`src/rtl/sdet_serializer.sv`:
```
`default_nettype none
// ============================================================================
//  Module   : sdet_serializer
//  Purpose  : Parallel-to-serial front end for the bit-serial sequence
//             detector. Accepts WIDTH-bit words on a valid/ready handshake
//             and emits one bit per clock. A hold register behind the shift
//             register keeps back-to-back words gap-free.
//  Revision : 1.0  initial release
// ============================================================================
module sdet_serializer #(
  parameter int WIDTH     = 8,   // bits per word, 2..32
  parameter bit LSB_FIRST = 1'b0, // 1: din[0] leaves first
  parameter bit IDLE_BIT  = 1'b0  // serial level while no data bit is shown
) (
  input  logic             ck,
  input  logic             reset,
  input  logic [WIDTH-1:0] i_din,
  input  logic             i_din_valid,
  output logic             o_din_ready,
  output logic             o_bit_out,
  output logic             o_bit_valid,
  output logic             o_busy
);

  localparam int CW = (WIDTH > 1) ? $clog2(WIDTH) : 1;
  localparam logic [CW-1:0] C_LAST = CW'(WIDTH - 1);

  typedef enum logic {
    S_IDLE  = 1'b0,
    S_SHIFT = 1'b1
  } state_t;

  state_t           r_state, w_state_nxt;
  logic [WIDTH-1:0] r_sh, w_sh_nxt;
  logic [WIDTH-1:0] r_hold, w_hold_nxt;
  logic             r_hold_full, w_hold_full_nxt;
  logic [CW-1:0]    r_cnt, w_cnt_nxt;

  logic             w_accept;
  logic             w_last;
  logic [WIDTH-1:0] w_sh_shifted;

  // Ready drops during reset and whenever a word is already waiting in hold.
  assign o_din_ready = !reset && !r_hold_full;
  assign w_accept    = i_din_valid && o_din_ready;
  assign w_last      = (r_cnt == C_LAST);

  // Shift one place toward the output end, filling with zero.
  assign w_sh_shifted = LSB_FIRST ? (r_sh >> 1) : (r_sh << 1);

  // Serial outputs are decoded straight from registered state.
  assign o_bit_valid = (r_state == S_SHIFT);
  assign o_bit_out   = o_bit_valid ? (LSB_FIRST ? r_sh[0] : r_sh[WIDTH-1]) : IDLE_BIT;
  assign o_busy      = o_bit_valid || r_hold_full;

  // State register: reset discards any partial or held word.
  always_ff @(posedge ck) begin
    if (reset) begin
      r_state     <= S_IDLE;
      r_sh        <= '0;
      r_hold      <= '0;
      r_hold_full <= 1'b0;
      r_cnt       <= '0;
    end else begin
      r_state     <= w_state_nxt;
      r_sh        <= w_sh_nxt;
      r_hold      <= w_hold_nxt;
      r_hold_full <= w_hold_full_nxt;
      r_cnt       <= w_cnt_nxt;
    end
  end

  // Next-state: route accepted words to sh or hold, and chain words on the
  // last bit so consecutive words leave without a bubble.
  always_comb begin
    w_state_nxt     = r_state;
    w_sh_nxt        = r_sh;
    w_hold_nxt      = r_hold;
    w_hold_full_nxt = r_hold_full;
    w_cnt_nxt       = r_cnt;
    case (r_state)
      S_IDLE: begin
        if (w_accept) begin
          w_sh_nxt    = i_din;
          w_cnt_nxt   = '0;
          w_state_nxt = S_SHIFT;
        end
      end
      S_SHIFT: begin
        if (!w_last) begin
          w_sh_nxt  = w_sh_shifted;
          w_cnt_nxt = r_cnt + 1'b1;
          if (w_accept) begin
            w_hold_nxt      = i_din;
            w_hold_full_nxt = 1'b1;
          end
        end else if (r_hold_full) begin
          // Ready is low while hold is full, so no accept can collide here.
          w_sh_nxt        = r_hold;
          w_hold_full_nxt = 1'b0;
          w_cnt_nxt       = '0;
        end else if (w_accept) begin
          w_sh_nxt  = i_din;
          w_cnt_nxt = '0;
        end else begin
          w_cnt_nxt   = '0;
          w_state_nxt = S_IDLE;
        end
      end
      default: begin
        w_state_nxt = S_IDLE;
        w_cnt_nxt   = '0;
      end
    endcase
  end

endmodule
`default_nettype wire
```
`config.mk`:
```
export PLATFORM = sky130hd
export DESIGN_NAME = sdet_serializer
export DESIGN_NICKNAME = d
export VERILOG_FILES = /design/src/rtl/sdet_serializer.sv
export SDC_FILE = /design/constraint.sdc
export NUM_CORES = 1
export LEC_CHECK = 0
export ABC_AREA = 0
export CORE_UTILIZATION = 45
export DETAILED_ROUTE_END_ITERATION = 8
export GPL_ROUTABILITY_DRIVEN = 0
export PLACE_DENSITY = 0.7
export SYNTH_ARGS = -nofsm -noshare
export SYNTH_HDL_FRONTEND = slang
export SYNTH_SLANG_ARGS = --single-unit
```
`constraint.sdc`:
```
create_clock -name ck -period 1.95 [get_ports ck]
set_input_delay 0.195 -clock ck [delete_from_list [all_inputs] [get_ports ck]]
set_output_delay 0.195 -clock ck [all_outputs]
set_load 0.05 [all_outputs]
```
==> results.sh <==
export IMPL_status="finished, final reports clean"
export IMPL_htreeDepth=1
export IMPL_hpwlAfterDp_um=1600
export IMPL_fp_dieArea_mm2=0.00240
export IMPL_nets=140
export IMPL_drt_drc_violations_left=0
export IMPL_post_drt_wl_per_cell_um=14.6
export IMPL_power_frac_clock_pct=26.1
export IMPL_yosys_warnings=0
export IMPL_ir_worst_vdd_v=0.000521
export IMPL_final_common_cell="dfxtp_1"
export IMPL_power_switching_uw=226
export IMPL_syn_inst=112
export IMPL_core_mm2=0.00202
export IMPL_grt_pass1_wl_um=3720
export IMPL_cap_violations=0
export IMPL_min_delay_path_class="reg2reg"
export IMPL_r2r_start="r_cnt[0]"
export IMPL_grt_util_all_layers_pct=20.0
export IMPL_dr_pass1_iters=4
export IMPL_finalSetupViolations=0
export IMPL_tightest_slew_ps=491
export IMPL_critical_path_peak_fanout=15
export IMPL_ant_nets=0
export IMPL_cts_sinks=21
export IMPL_power_share_switching_pct=27.5
export IMPL_cts_tree="built"
export IMPL_fin_worst_skew_ps=6.38
export IMPL_detail_route_wirelength_um=2230
export IMPL_yosysTopAreaCellShare_pct=42.3
export IMPL_yosysSeqAreaShare_pct=42.3
export IMPL_ys_ff_latch=21
export IMPL_initial_utilization_pct=49.1
export IMPL_reg2reg_depth=5
export IMPL_drv_slew=0
export IMPL_intPower_uw=597
export IMPL_ctsResizeCount=0
export IMPL_setup_worst_path_class="reg2reg"
export IMPL_placedCellCount=149
export IMPL_cts_buffer_depth=2
export IMPL_r2r_slack_ps=320
export IMPL_period_share_pct=83.8
export IMPL_worstHoldPathCells=2
export IMPL_cts_setup_buffers=0
export IMPL_post_route_min_period_ps=1630
export IMPL_rsz0062_at_grt="no"
export IMPL_syn_area_um2=993
export IMPL_slew_headroom_pct=67.2
export IMPL_arrival_ps=1830
export IMPL_p_per_area_mw_per_mm2=692
export IMPL_cts_clk_slew_worst_paths_ps=120
export IMPL_grt_overflow_total=0
export IMPL_hold_viol=0
export IMPL_postSynthAreaPerCell_um2=8.87
export IMPL_die_y_um=49.0
export IMPL_synth_largest_area_cell="dfxtp_1"
export IMPL_area_growth_pct=19.6
export IMPL_start_kind="register"
export IMPL_num_rows=16
export IMPL_hp_start="r_hold[6]"
export IMPL_vias=884
export IMPL_cp_end_kind="register"
export IMPL_cts_root_buf="clkbuf_4"
export IMPL_numCtsBuffers=3
export IMPL_grt_pass1_vias=809
export IMPL_vias_per_cell=5.78
export IMPL_hold_buffers=0
export IMPL_synth_nets=125
export IMPL_ys_top_cells_by_area="dfxtp_1 42%, a21oi_1 9.6%, mux2i_1 8.1%, o22ai_1 5.0%, nand3_1 4.5%"
export IMPL_place_port_buffers=14
export IMPL_leakagePower_nw=0.447
export IMPL_drt_iter0_drc=10
export IMPL_layout_drive_gt1_share_pct=13.5
export IMPL_ios=15
export IMPL_hold_end="r_hold[6]"
export IMPL_die_w_um=49.0
export IMPL_grt_max_degree=17
export IMPL_diodes=0
export IMPL_timing_rr_end="r_sh[5]"
export IMPL_p_seq_share_pct=56.4
export IMPL_mostFrequentLayoutCells="21 x dfxtp_1, 19 x a21oi_1, 10 x clkdlybuf4s50_1"
export IMPL_fin_setup_tns_ps=0
export IMPL_grt_antenna_before_repair=0
export IMPL_combPwrFrac_pct=17.5
export IMPL_fmax_mhz=612
export IMPL_layout_cells_non_filler=153
export IMPL_required_ps=2140
export IMPL_worstSkewPairLatency_ps=310
export IMPL_synth_cell_types=30
==> synth_stat cells <==
library cell	number
nor4bb_1	1
mux2i_1	8
nand2b_1	2
or3b_1	1
ha_1	2
nor3b_1	2
and3_1	7
or3b_2	1
nor3b_2	1
a211oi_1	1
or2_2	1
inv_1	1
buf_2	2
clkbuf_1	4
nand2_1	2
clkbuf_2	1
buf_1	1
nand4bb_1	1
a21oi_1	19
a21o_1	1
buf_6	1
o21ba_2	1
and2_1	1
o21ai_0	8
dfxtp_1	21
nand3_1	9
nor2_1	2
nor2b_1	1
buf_4	1
o22ai_1	8
==> critical path, cell delays in order (launching register included) <==
cell     delay [ps]
dfxtp_1         380
ha_1            150
ha_1            340
inv_1           300
a21oi_1         250
o22ai_1          90
==> cells by family (layout without fill, tap and decap cells) <==
family / count (synthesis) / in the layout / synth area share [%]
muxes: 8 / 8 / 8.06
buffers and inverters: 11 / 25 / 5.67
and+or+nand+nor: 32 / 32 / 20.3
DFF: 21 / 21 / 42.3
AOI/OAI and AO/OA: 38 / 38 / 21.2
adders and majority gates: 2 / 2 / 2.52
==> final cells by class <==
type                    instances  area [um^2]
fillers                       200          833
multi-input cells              80          517
flip-flops and latches         21          420
repair buffers                 20          188
well taps                      27         33.8
clock buffers                   4         26.3
inverters                       1         3.75
==> per-stage QoR <==
| stage | total power, mW | worst slack [ps] | utilization (%) | instance area (um^2) | hold slack (ps) |
|---|---|---|---|---|---|
| 2_1_floorplan | 0.559 | 316 | - | 993 | 342 |
| 3_3_place_gp | 0.614 | 179 | 57.5 | 1160 | 459 |
| 3_5_place_dp | 0.617 | 153 | 57.5 | 1160 | 463 |
| 4_1_cts | 0.826 | 342 | 58.8 | 1190 | 475 |
| 5_1_grt | 0.861 | 180 | 58.8 | 1190 | 479 |
| 6_report | 0.823 | 317 | 58.8 | 1190 | 481 |
==> metal layers <==
metal  routed length, um  vias up  GRT usage (%)
li1                    -      439              -
met1                1180      417           28.9
met2                 933       26           29.4
met3                 114        2           5.61
met4                  10        0           4.41
met5                   0        -              0
==> sequential cells by signal, summed over array words and instances, names as in the netlist <==
signal       count
r_hold_full      1
o_bit_valid      1
r_hold           8
r_cnt            3
r_sh             8
==> power groups by stage <==
stage	clock network [mW]	registers, mW	logic, mW
floorplan	0	0.472	0.0871
global placement	0	0.472	0.141
detailed placement	0	0.473	0.144
CTS	0.218	0.463	0.144
global route	0.240	0.467	0.154
finish	0.215	0.464	0.144
==> how the worst max path moves through the flow <==
stage / start / slack [ps] / end / depth (start not counted)
after detailed placement: reset / 150 / r_sh[2] / 5
after CTS: r_cnt[0] / 340 / r_sh[5] / 5
after global routing: r_cnt[0] / 180 / r_sh[5] / 5
final: r_cnt[0] / 320 / r_sh[5] / 5
after floorplan: o_bit_valid / 320 / o_bit_out / 2
after global placement: reset / 180 / r_sh[4] / 5
Power figures use the tool's default switching activity.
